[src/rtl/sauria_psum_sramc_writer_if.sv]
`default_nettype none
// ============================================================================
// Module   : sauria_psum_sramc_writer_if
// Purpose  : Bundles the psum beat handshake (array shift-chain side) and the
//            SRAM C write port of the partial-sum writer.
// Signals  : i_psum_valid / o_psum_ready / i_psum_data  - psum beat stream
//            o_sramc_wren / o_sramc_addr / o_sramc_wdata /
//            o_sramc_wmask                              - SRAM C write port
// Modports : slave  - the writer (consumes beats, drives SRAM C)
//            master - the environment (produces beats, observes SRAM C)
// Revision : 1.0 - initial release
// ============================================================================
interface sauria_psum_sramc_writer_if #(
    parameter int Y       = 8,
    parameter int OC_W    = 32,
    parameter int SRAMC_W = 128,
    parameter int ADRC_W  = 11,
    parameter int SRAMC_N = SRAMC_W / OC_W
);
    logic                  i_psum_valid;
    logic                  o_psum_ready;
    logic [Y*OC_W-1:0]     i_psum_data;
    logic                  o_sramc_wren;
    logic [ADRC_W-1:0]     o_sramc_addr;
    logic [SRAMC_W-1:0]    o_sramc_wdata;
    logic [SRAMC_N-1:0]    o_sramc_wmask;

    modport slave (
        input  i_psum_valid,
        input  i_psum_data,
        output o_psum_ready,
        output o_sramc_wren,
        output o_sramc_addr,
        output o_sramc_wdata,
        output o_sramc_wmask
    );

    modport master (
        output i_psum_valid,
        output i_psum_data,
        input  o_psum_ready,
        input  o_sramc_wren,
        input  o_sramc_addr,
        input  o_sramc_wdata,
        input  o_sramc_wmask
    );
endinterface
`default_nettype wire

[src/rtl/sauria_psum_sramc_writer.sv]
`default_nettype none
// ============================================================================
// Module   : sauria_psum_sramc_writer
// Purpose  : Drains Y-row partial-sum beats from the systolic array output
//            chain, packs them into SRAMC_W-bit words (WPB = Y/SRAMC_N words
//            per beat) and writes them to SRAM C at consecutive, wrapping
//            addresses starting from a programmed base, with per-element
//            write masks derived from the number of valid rows.
// Ports    : i_clk, i_rst (sync, active-high)
//            i_start, i_base_addr, i_n_beats, i_rows_valid - tile config
//            bus (slave)  - psum beat handshake + SRAM C write port
//            o_busy       - high while draining beats (RUN)
//            o_done       - one-cycle pulse after the last word is written
// Revision : 1.0 - initial release
// ============================================================================
module sauria_psum_sramc_writer #(
    parameter int Y       = 8,
    parameter int OC_W    = 32,
    parameter int SRAMC_W = 128,
    parameter int ADRC_W  = 11,
    parameter int NBEAT_W = 16
) (
    input  wire logic                 i_clk,
    input  wire logic                 i_rst,
    input  wire logic                 i_start,
    input  wire logic [ADRC_W-1:0]    i_base_addr,
    input  wire logic [NBEAT_W-1:0]   i_n_beats,
    input  wire logic [$clog2(Y):0]   i_rows_valid,
    sauria_psum_sramc_writer_if.slave bus,
    output logic                      o_busy,
    output logic                      o_done
);
    localparam int SRAMC_N = SRAMC_W / OC_W;
    localparam int WPB     = Y / SRAMC_N;
    localparam int KW      = (WPB > 1) ? $clog2(WPB) : 1;
    localparam int RV_W    = $clog2(Y) + 1;

    localparam logic [KW-1:0] c_LAST_K = KW'(WPB - 1);

    localparam logic [1:0] c_IDLE  = 2'd0;
    localparam logic [1:0] c_RUN   = 2'd1;
    localparam logic [1:0] c_FLUSH = 2'd2;

    logic [1:0]                      r_state;
    logic [NBEAT_W-1:0]              r_beats_left;
    logic [RV_W-1:0]                 r_rows_valid;
    logic [ADRC_W-1:0]               r_next_addr;
    logic [WPB-1:0][SRAMC_W-1:0]     r_buf;
    logic [KW-1:0]                   r_k;        // index of the word on the write port
    logic                            r_wren;
    logic [ADRC_W-1:0]               r_addr;
    logic [SRAMC_W-1:0]              r_wdata;
    logic [SRAMC_N-1:0]              r_wmask;
    logic                            r_done;

    logic                            w_more;
    logic                            w_ready;
    logic                            w_accept;
    logic                            w_issue;
    logic [KW-1:0]                   w_next_k;
    logic [SRAMC_W-1:0]              w_next_wdata;
    logic [SRAMC_N-1:0]              w_next_wmask;
    logic [WPB-1:0][SRAMC_W-1:0]     w_in_words;

    assign w_in_words = bus.i_psum_data;

    // Buffered beat still owes words after the one currently on the port.
    assign w_more   = r_wren && (r_k != c_LAST_K);
    // A new beat may enter when the port is idle or showing the final word of
    // the previous beat, so word 0 of the next beat follows with no bubble.
    assign w_ready  = (r_state == c_RUN) && (r_beats_left != '0) && !w_more;
    assign w_accept = w_ready && bus.i_psum_valid;
    assign w_issue  = w_more || w_accept;

    // Next word: continue from the buffer, otherwise word 0 straight from the
    // incoming beat (the beat is captured into the buffer on the same edge).
    always_comb begin
        w_next_k     = '0;
        w_next_wdata = w_in_words[0];
        w_next_wmask = '0;
        if (w_more) begin
            w_next_k     = r_k + KW'(1);
            w_next_wdata = r_buf[w_next_k];
        end
        for (int j = 0; j < SRAMC_N; j++) begin
            w_next_wmask[j] = ((int'(w_next_k) * SRAMC_N + j) < int'(r_rows_valid));
        end
    end

    always_ff @(posedge i_clk) begin
        if (i_rst) begin
            r_state      <= c_IDLE;
            r_beats_left <= '0;
            r_rows_valid <= '0;
            r_next_addr  <= '0;
            r_buf        <= '0;
            r_k          <= '0;
            r_wren       <= 1'b0;
            r_addr       <= '0;
            r_wdata      <= '0;
            r_wmask      <= '0;
            r_done       <= 1'b0;
        end else begin
            r_done <= 1'b0;

            // addr/wdata/wmask hold their last values while wren is low.
            if (w_issue) begin
                r_wren      <= 1'b1;
                r_k         <= w_next_k;
                r_addr      <= r_next_addr;
                r_next_addr <= r_next_addr + ADRC_W'(1);   // wraps mod 2**ADRC_W
                r_wdata     <= w_next_wdata;
                r_wmask     <= w_next_wmask;
            end else begin
                r_wren <= 1'b0;
            end

            if (w_accept) begin
                r_buf        <= w_in_words;
                r_beats_left <= r_beats_left - NBEAT_W'(1);
            end

            case (r_state)
                c_IDLE: begin
                    if (i_start) begin
                        if (i_n_beats == '0) begin
                            r_done <= 1'b1;
                        end else begin
                            r_state      <= c_RUN;
                            r_next_addr  <= i_base_addr;
                            r_beats_left <= i_n_beats;
                            r_rows_valid <= i_rows_valid;
                        end
                    end
                end
                c_RUN: begin
                    if (w_accept && (r_beats_left == NBEAT_W'(1))) begin
                        r_state <= c_FLUSH;
                    end
                end
                c_FLUSH: begin
                    // The last word is on the port now; done follows next cycle.
                    if (!w_more) begin
                        r_state <= c_IDLE;
                        r_done  <= 1'b1;
                    end
                end
                default: begin
                    r_state <= c_IDLE;
                end
            endcase
        end
    end

    assign bus.o_psum_ready  = w_ready;
    assign bus.o_sramc_wren  = r_wren;
    assign bus.o_sramc_addr  = r_addr;
    assign bus.o_sramc_wdata = r_wdata;
    assign bus.o_sramc_wmask = r_wmask;
    assign o_busy            = (r_state == c_RUN);
    assign o_done            = r_done;

endmodule
`default_nettype wire
[src/flat_wrapper.sv]
// flat-port wrapper written by rule: the top's interface ports become plain ports
module sauria_psum_sramc_writer_flat 
#(
    parameter int Y       = 8,
    parameter int OC_W    = 32,
    parameter int SRAMC_W = 128,
    parameter int ADRC_W  = 11,
    parameter int NBEAT_W = 16
)
  (i_clk, i_rst, i_start, i_base_addr, i_n_beats, i_rows_valid, o_busy, o_done, bus_i_psum_valid, bus_i_psum_data, bus_o_psum_ready, bus_o_sramc_wren, bus_o_sramc_addr, bus_o_sramc_wdata, bus_o_sramc_wmask);
  sauria_psum_sramc_writer_if #(.Y(Y), .OC_W(OC_W), .SRAMC_W(SRAMC_W), .ADRC_W(ADRC_W)) bus_i ();
  input  wire logic i_clk;
  input  wire logic i_rst;
  input  wire logic i_start;
  input  wire logic [ADRC_W-1:0] i_base_addr;
  input  wire logic [NBEAT_W-1:0] i_n_beats;
  input  wire logic [$clog2(Y):0] i_rows_valid;
  output logic o_busy;
  output logic o_done;
  input wire logic [$bits(bus_i.i_psum_valid)-1:0] bus_i_psum_valid;
  input wire logic [$bits(bus_i.i_psum_data)-1:0] bus_i_psum_data;
  output wire logic [$bits(bus_i.o_psum_ready)-1:0] bus_o_psum_ready;
  output wire logic [$bits(bus_i.o_sramc_wren)-1:0] bus_o_sramc_wren;
  output wire logic [$bits(bus_i.o_sramc_addr)-1:0] bus_o_sramc_addr;
  output wire logic [$bits(bus_i.o_sramc_wdata)-1:0] bus_o_sramc_wdata;
  output wire logic [$bits(bus_i.o_sramc_wmask)-1:0] bus_o_sramc_wmask;
  assign bus_i.i_psum_valid = bus_i_psum_valid;
  assign bus_i.i_psum_data = bus_i_psum_data;
  assign bus_o_psum_ready = bus_i.o_psum_ready;
  assign bus_o_sramc_wren = bus_i.o_sramc_wren;
  assign bus_o_sramc_addr = bus_i.o_sramc_addr;
  assign bus_o_sramc_wdata = bus_i.o_sramc_wdata;
  assign bus_o_sramc_wmask = bus_i.o_sramc_wmask;
  sauria_psum_sramc_writer #(.Y(Y), .OC_W(OC_W), .SRAMC_W(SRAMC_W), .ADRC_W(ADRC_W), .NBEAT_W(NBEAT_W)) u_core (.i_clk(i_clk), .i_rst(i_rst), .i_start(i_start), .i_base_addr(i_base_addr), .i_n_beats(i_n_beats), .i_rows_valid(i_rows_valid), .bus(bus_i), .o_busy(o_busy), .o_done(o_done));
endmodule
[config.mk]
export PLATFORM = sky130hd
export DESIGN_NAME = sauria_psum_sramc_writer_flat
export DESIGN_NICKNAME = d
export VERILOG_FILES = /design/src/rtl/sauria_psum_sramc_writer_if.sv /design/src/rtl/sauria_psum_sramc_writer.sv /design/src/flat_wrapper.sv
export SDC_FILE = /design/constraint.sdc
export NUM_CORES = 1
export LEC_CHECK = 0
export CELL_PAD_IN_SITES_DETAIL_PLACEMENT = 0
export CELL_PAD_IN_SITES_GLOBAL_PLACEMENT = 1
export CORE_MARGIN = 2
export CORE_UTILIZATION = 28
export CTS_CLUSTER_DIAMETER = 40
export CTS_CLUSTER_SIZE = 20
export DETAILED_ROUTE_END_ITERATION = 12
export PLACE_DENSITY = 0.8
export SYNTH_ARGS = -nofsm -noshare
export SYNTH_HDL_FRONTEND = slang
export SYNTH_SLANG_ARGS = --single-unit
[constraint.sdc]
create_clock -name i_clk -period 2.2 [get_ports i_clk]
set_input_delay 0.22 -clock i_clk [delete_from_list [all_inputs] [get_ports i_clk]]
set_output_delay 0.22 -clock i_clk [all_outputs]
set_load 0.005 [all_outputs]
==> metrics, run 1 <==
Power per Cell Area=slightly above 800 nW/um2; Final min period=between 2 and 2.5 ns; run status=finished with violations; DRC Markers=0; CP Data Required Time=between 2 and 3 ns; Synth area leaders=dfxtp_1 (51%), nand2_1 (21%), a31oi_1 (6.6%), a21oi_1 (6.4%), clkbuf_1 (2.6%); wire length on met2=approximately 23,000 um; Hold Violations, Final=0; CTS sink cnt=a little over 300; Reg-to-Reg Start=u_core.r_beats_left[8]$_SDFF_PP0_; initial antenna violation count=4; highest-delay cell along the critical path=or4_4; share of layout cells above drive strength 1=0.162; pin count of the biggest net entering global routing=just under 100; max incr delay on CP=0.53 ns; I/O Buffers=437; Mapped Nets=1,865; fin util=0.482; Area Growth Syn to Fin=71.2%; Yosys top cell by area=dfxtp_1; clk_skew=between 0.02 and 0.025 ns; dpl ws=-0.261 ns; Syn Inst Count=about 1,600; startpoint types=flop; MaxCap Viol Count=0; I/O Pins=438; Syn Std Cell Area=about 12,000 um2; total area of sequential cells=between 6000 and 7000 um2; Pins Over Slew Limit=0; Slew HR=0.634; die width=between 200 and 250 um; detailed router's first-iteration violation count=between 600 and 700; vias in the first global route=roughly 13,000; CP Cell Sequence=or4_4, or3_4, buf_6, o211a_4, nor2_4, buf_6, buf_12, buf_4, nand2_1, a31oi_1; CP Capture Type=flop; antenna-violating nets left=0; Die Footprint=approximately 45,000 um2; fmax=between 400 and 500 MHz; hold path start=i_rst; NumNets Final=roughly 2,400; Clock Latency Late Sink=approximately 0.57 ns; setup ws final=-0.272 ns; Core Area=42,800 um2; Final GP Congestion=around 0.81; worst-path fanout max=9; failing checks=negative setup slack; crit share post-route=1.12; Synthesis Warnings=0; DRT Pass-1 Iters=4; Avg WL per Cell=approximately 18 um; Critical path buffers and inverters=4; clk slew on worst S/H paths=0.05 ns; post-synthesis sequential area ratio=0.510; Synth top area share=0.510; CTS tree=built; CP top delay family=simple AND/OR/NAND/NOR gates; Max IR drop VDD=0.501 mV; leak pwr=between 7 and 8 nW; die height=~210 um; clock buffer depth=3; starting density of the core=0.282; Remaining Overflow, GRT=0; Multi-input gate area=around 5700 um2; met3 wire length=approximately 3100 um; Highest Signal Layer=met5; CTS root buffer=clkbuf_16; DRT Wirelength=approximately 47,000 um; Worst Path Arrival=between 2 and 3 ns; crit path kind=reg -> reg; Least-Margin Pin Slew=0.549 ns; hpwl dp=a little under 30,000 um; Yosys reg bits=~310; Via density=around 4.8; Most common cell on crit path=buf_6; beginning of the critical path=u_core.r_beats_left[8]$_SDFF_PP0_; Cells after DPL=between 2,000 and 3,000; total of fill cells in the finished design=around 4,000; Avg Inst Size Synth=7.69 um2; Hold Path Class=in -> reg; gr usage total=0.193; CTS buffer count=48; htree depth=2; M1 WL=slightly below 20,000 um; RSZ-0062 raised after global routing=true; Unique masters post-synth=41; Final setup viols=291; row count=76; Finished Layout Cells=2,649; first-pass GRT wire length=just under 70,000 um; setup slack, reg-to-reg=-0.27 ns; via count=~13,000
-- what timing repair did --
item / in CTS / in global routing
gates cloned: 12 / 14
hold buffers: 0 / 0
pin swaps: 67 / 47
gates resized for setup: 112 / 115
setup endpoints to repair: 294 / 301
setup buffers: 26 / 10
-- per-stage QoR --
step / cell area (um2) / TNS (ns) / hold slack [ns] / power [mW]
global route: 20600 / -69.46 / 0.0899 / 17.3
CTS: 20000 / -56.70 / 0.0519 / 16.7
floorplan: 12100 / -0.0352 / 0.356 / 7.02
finish: 20600 / -46.35 / 0.0974 / 16.7
detailed placement: 17300 / -37.90 / 0.447 / 8.29
global placement: 17300 / -29.45 / 0.442 / 8.26
-- layout by cell type (no fill, tap or decap), drive strengths merged, types with 2 or more instances in the layout --
cell type,netlist,layout
nand2,679,679
clkdlybuf4s50,0,435
dfxtp,307,307
a21oi,154,154
a31oi,128,128
buf,43,124
clkbuf,85,70
nor2,42,42
a211oi,24,24
nor3,13,13
inv,7,13
xnor2,12,12
clkinv,0,11
nor4,10,10
xor2,9,9
bufinv,0,8
clkinvlp,0,7
ha,6,6
or3,6,6
nand3,6,6
o21ai,6,6
and3,4,4
nand2b,3,3
or4,3,3
nor4b,3,3
diode,0,2
nand4,2,2
o2111ai,2,2
a311oi,2,2
nand3b,2,2
-- power by group --
part / leakage (nW) / internal (mW) / switching [mW]
Clock: 0.819 / 5.16 / 2.87
Sequential: 2.50 / 5.86 / 0.204
Combinational: 4.00 / 1.48 / 1.16
Total: 7.33 / 12.5 / 4.23
-- logic make-up (layout without fill, tap and decap cells) --
group           count (synthesis)  in the layout  share of synthesized area
simple gates                  777            777                      0.254
other cells                     0              2                          0
xor+xnor                       21             21                     0.0153
fa+ha+maj                       6              6                    0.00623
flops                         307            307                      0.510
buf+inv                       135            668                     0.0579
compound gates                322            322                      0.157
-- cell type report --
cell class | instances | share of cell area
Antenna cell | 2 | 0.000243
Clock buffer | 58 | 0.0625
Clock inverter | 32 | 0.0203
Inverter | 7 | 0.00139
Multi-Input combinational cell | 1126 | 0.277
Sequential cell | 307 | 0.298
Tap cell | 546 | 0.0331
Timing Repair Buffer | 571 | 0.307
-- metal layers --
metal,track usage,vias up
met5,0,-
met3,0.0515,72
met1,0.232,5951
met2,0.327,407
met4,0.0746,4
li1,-,6223
-- path summary, 6_finish.rpt --
| kind | to | cells past startpoint |
|---|---|---|
| setup / recovery | u_core.bus.o_sramc_wdata[98]$_SDFFE_PP0N_ | 10 |
| hold / removal | u_core.bus.o_sramc_addr[10]$_SDFFE_PP0N_ | 2 |
| setup reg to reg | u_core.bus.o_sramc_wdata[98]$_SDFFE_PP0N_ | 10 |
| hold reg to reg | u_core.r_buf[139]$_SDFFE_PP0N_ | 2 |
-- synth_stat cells --
master / count
a211oi_1: 24
xor2_1: 9
clkbuf_1: 85
o21ai_2: 1
a2111oi_1: 1
nand3_1: 6
nor4b_1: 3
or3b_2: 1
a211o_1: 1
buf_6: 18
nand3b_1: 2
a31oi_1: 128
nand4_1: 2
o211a_4: 1
o2111ai_1: 2
nor2_1: 41
inv_1: 7
nor3b_1: 1
a311oi_1: 2
and3_1: 4
a2111o_1: 1
or4_4: 1
nor2b_1: 1
nand2_1: 679
o21ai_1: 1
xnor2_1: 12
nand2b_1: 3
nor3_1: 13
a21oi_1: 154
nor4_1: 10
or4_1: 2
or3_1: 6
ha_1: 6
o31ai_1: 1
nor2_4: 1
o21ai_0: 4
dfxtp_1: 307
and2_1: 1
o211ai_2: 1
buf_4: 10
buf_2: 15
-- sequential cells by signal (all words and copies together) (netlist names) --
| name | cells |
|---|---|
| u_core.bus.o_sramc_addr | 11 |
| u_core.bus.o_sramc_wdata | 128 |
| u_core.r_next_addr | 11 |
| u_core.r_k | 1 |
| u_core.r_state | 2 |
| u_core.r_rows_valid | 4 |
| u_core.bus.o_sramc_wmask | 4 |
| u_core.r_buf | 128 |
| u_core.o_done | 1 |
| u_core.bus.o_sramc_wren | 1 |
| u_core.r_beats_left | 16 |
No activity file was read; power rests on OpenSTA's default activity.
==> run 2, diff against run 1 <==
--- a/config.mk
+++ b/config.mk
@@ -8,11 +8,12 @@
 export CELL_PAD_IN_SITES_DETAIL_PLACEMENT = 0
 export CELL_PAD_IN_SITES_GLOBAL_PLACEMENT = 1
 export CORE_MARGIN = 2
-export CORE_UTILIZATION = 28
+export CORE_UTILIZATION = 34
 export CTS_CLUSTER_DIAMETER = 40
 export CTS_CLUSTER_SIZE = 20
 export DETAILED_ROUTE_END_ITERATION = 12
-export PLACE_DENSITY = 0.8
+export DONT_BUFFER_PORTS = 1
+export PLACE_DENSITY_LB_ADDON = 0.25
 export SYNTH_ARGS = -nofsm -noshare
 export SYNTH_HDL_FRONTEND = slang
 export SYNTH_SLANG_ARGS = --single-unit
==> run 2 against run 1 <==
- the flow finishes with violations (negative hold slack, negative setup slack)
- sequential share of layout area rose by 5.6 points
- register-to-register slack got worse by 0.06 ns
- die area fell by 17%
- critical endpoint is now u_core.bus.o_sramc_wmask[2]$_SDFFE_PP0N_
- critical path depth rose by 2
- global-route usage rose by 0.59 points
- routed wire length fell by 8.2%
- maximum frequency fell by 2.5%
==> metrics, run 2 (synthesis gave the netlist of run 1 again) <==
Via density=5.14 (+7.7%); I/O Buffers=0 (-100%); Setup TNS=-72.10 ns (-25.76 ns); Remaining Overflow, GRT=0 (unchanged); total power=15.9 mW (-5.1%); Final setup viols=291 (unchanged); clock buffer depth=3 (unchanged); crit path kind=reg -> reg; MaxCap Viol Count=0 (unchanged); highest-delay cell along the critical path=or4_4; CTS sink cnt=307 (unchanged); Power per Cell Area=914 nW/um2 (+13%); via count=11,297 (-11%); Hold Path Class=in -> reg; Cell Int Power=11.9 mW (-4.7%); Final min period=2.54 ns (+0.0637 ns); commonest non-fill, non-tap cell in the layout=nand2_1; clk_skew=0.0148 ns (-0.00803 ns); clock group share of total power=0.494 (+0.014); CP Cell Sequence=or4_4, or3_4, buf_6, buf_4, o211ai_4, buf_12, buf_6, clkbuf_16, buf_6, a21oi_2, a21oi_1, nor2_1; antenna-violating nets left=0 (unchanged); commonest non-fill, non-tap cells in the layout=nand2_1 (585), dfxtp_1 (305), a31oi_1 (127); Cell Area, Placed=12,700 um2 (-27%); Avg WL per Cell=19.5 um (+11%); max incr delay on CP=0.53 ns (about the same); NumNets Final=2,001 (-15%); pin count of the biggest net entering global routing=310 (+210%); CTS tree=built; row count=68 (-11%); CP Data Required Time=2.62 ns (-0.05 ns); DRC Markers=0 (unchanged); Cells after DPL=1,955 (-22%); Finished Layout Cells=2,196 (-17%); setup ws final=-0.335 ns (-0.0637 ns); crit share post-route=1.15 (+0.0290); first-pass GRT wire length=57,500 um (-16%); initial antenna violation count=0 (-4); Sw Pwr=3.97 mW (-6.0%); RSZ-0062 raised after global routing=true; gr usage total=0.199 (+0.00592); die width=192 um (-9.1%); Clock Latency Late Sink=0.57 ns (about the same); Final GP Congestion=0.782 (-3.9%); minimum hold slack=-0.270 ns (-0.368 ns); ANT cells=0 (-2); Area Growth Syn to Fin=44.1%; register share of total power=0.385 (+0.022); die height=192 um (-9.1%); failing checks=negative hold slack, negative setup slack; Core Area=34,700 um2 (-19%); fin area=17,400 um2 (-16%); I/O Pins=438 (unchanged); detailed router's first-iteration violation count=567 (-8.7%); Die Footprint=37,000 um2 (-17%); fmax=394 MHz (-2.5%); Pins Over Slew Limit=0 (unchanged); leak pwr=6.15 nW (-16%); Most common cell on crit path=buf_6; run status=finished with violations; share of layout cells above drive strength 1=0.221 (+0.0587); vias in the first global route=10,322 (-18%); htree depth=2 (unchanged); Least-Margin Pin Slew=1.04 ns (+0.493 ns); worst-path fanout max=6 (-3); Hold Violations, Final=207 (+207); Gate power share=0.121 (-0.037); Max IR drop VDD=0.758 mV (+51%); CTS buffer count=48 (unchanged); DRT Wirelength=42,800 um (-8.2%); Worst Path Arrival=2.95 ns (about the same); CP Capture Type=flop; startpoint types=flop; sw frac=0.250 (-0.00263); hpwl dp=25,600 um (-14%); total of fill cells in the finished design=3,380 (-16%); Slew HR=0.306 (-0.328); starting density of the core=0.347 (+0.0655); CTS root buffer=clkbuf_16; clk slew on worst S/H paths=0.05 ns (about the same); DRT Pass-1 Iters=5 (+1)
run 2: layout make-up:
| type | instances | area, um2 | area share |
|---|---|---|---|
| multi-input cells | 1126 | 6030 | 0.347 |
| flip-flops and latches | 307 | 6150 | 0.354 |
| inverters | 7 | 28.8 | 0.00166 |
| well taps | 455 | 569 | 0.0328 |
| clock inverters | 26 | 303 | 0.0174 |
| repair buffers | 214 | 2930 | 0.169 |
| clock buffers | 61 | 1360 | 0.0784 |
run 2: repair_timing:
action,4_1_cts,5_1_grt
pin swaps,11,110
buffers inserted,10,17
resized for setup,33,270
hold buffers,33,64
setup endpoints to repair,283,297
cloned,6,26
endpoints found under the hold margin,307,302
run 2: final timing paths:
| check | from | endpoint | slack [ns] | cells after the start |
|---|---|---|---|---|
| min | i_rst | u_core.bus.o_sramc_addr[5]$_SDFFE_PP0N_ | -0.27 | 1 |
| max reg2reg | u_core.r_beats_left[10]$_SDFF_PP0_ | u_core.bus.o_sramc_wmask[2]$_SDFFE_PP0N_ | -0.34 | 12 |
| min reg2reg | u_core.r_buf[249]$_SDFFE_PP0N_ | u_core.r_buf[249]$_SDFFE_PP0N_ | 0.45 | 2 |
| max | u_core.r_beats_left[10]$_SDFF_PP0_ | u_core.bus.o_sramc_wmask[2]$_SDFFE_PP0N_ | -0.34 | 12 |
run 2: critical path: cells and delay by family (launching register included):
kind / cells / cell delay (ns)
flops: 1 / 0.32
buf+inv: 6 / 0.78
simple gates: 3 / 0.95
compound gates: 3 / 0.35
run 2: layer usage:
layer,track usage,routed length [um]
met4,0.0913,1280
met3,0.0720,3690
met5,0,0
met1,0.236,17200
met2,0.320,20600
run 2: power groups by stage:
stage / Sequential (mW) / Clock (mW) / Combinational (mW)
floorplan: 6.13 / 0 / 0.886
global placement: 6.21 / 0 / 1.14
detailed placement: 6.21 / 0 / 1.17
CTS: 6.10 / 7.97 / 1.37
global route: 6.15 / 8.24 / 2.07
finish: 6.12 / 7.84 / 1.92
run 2: through the flow:
step / setup WS [ns] / utilization
floorplan: -0.0131 / -
global placement: -0.176 / 0.365
detailed placement: -0.185 / 0.365
CTS: -0.339 / 0.433
global route: -0.390 / 0.500
finish: -0.335 / 0.500
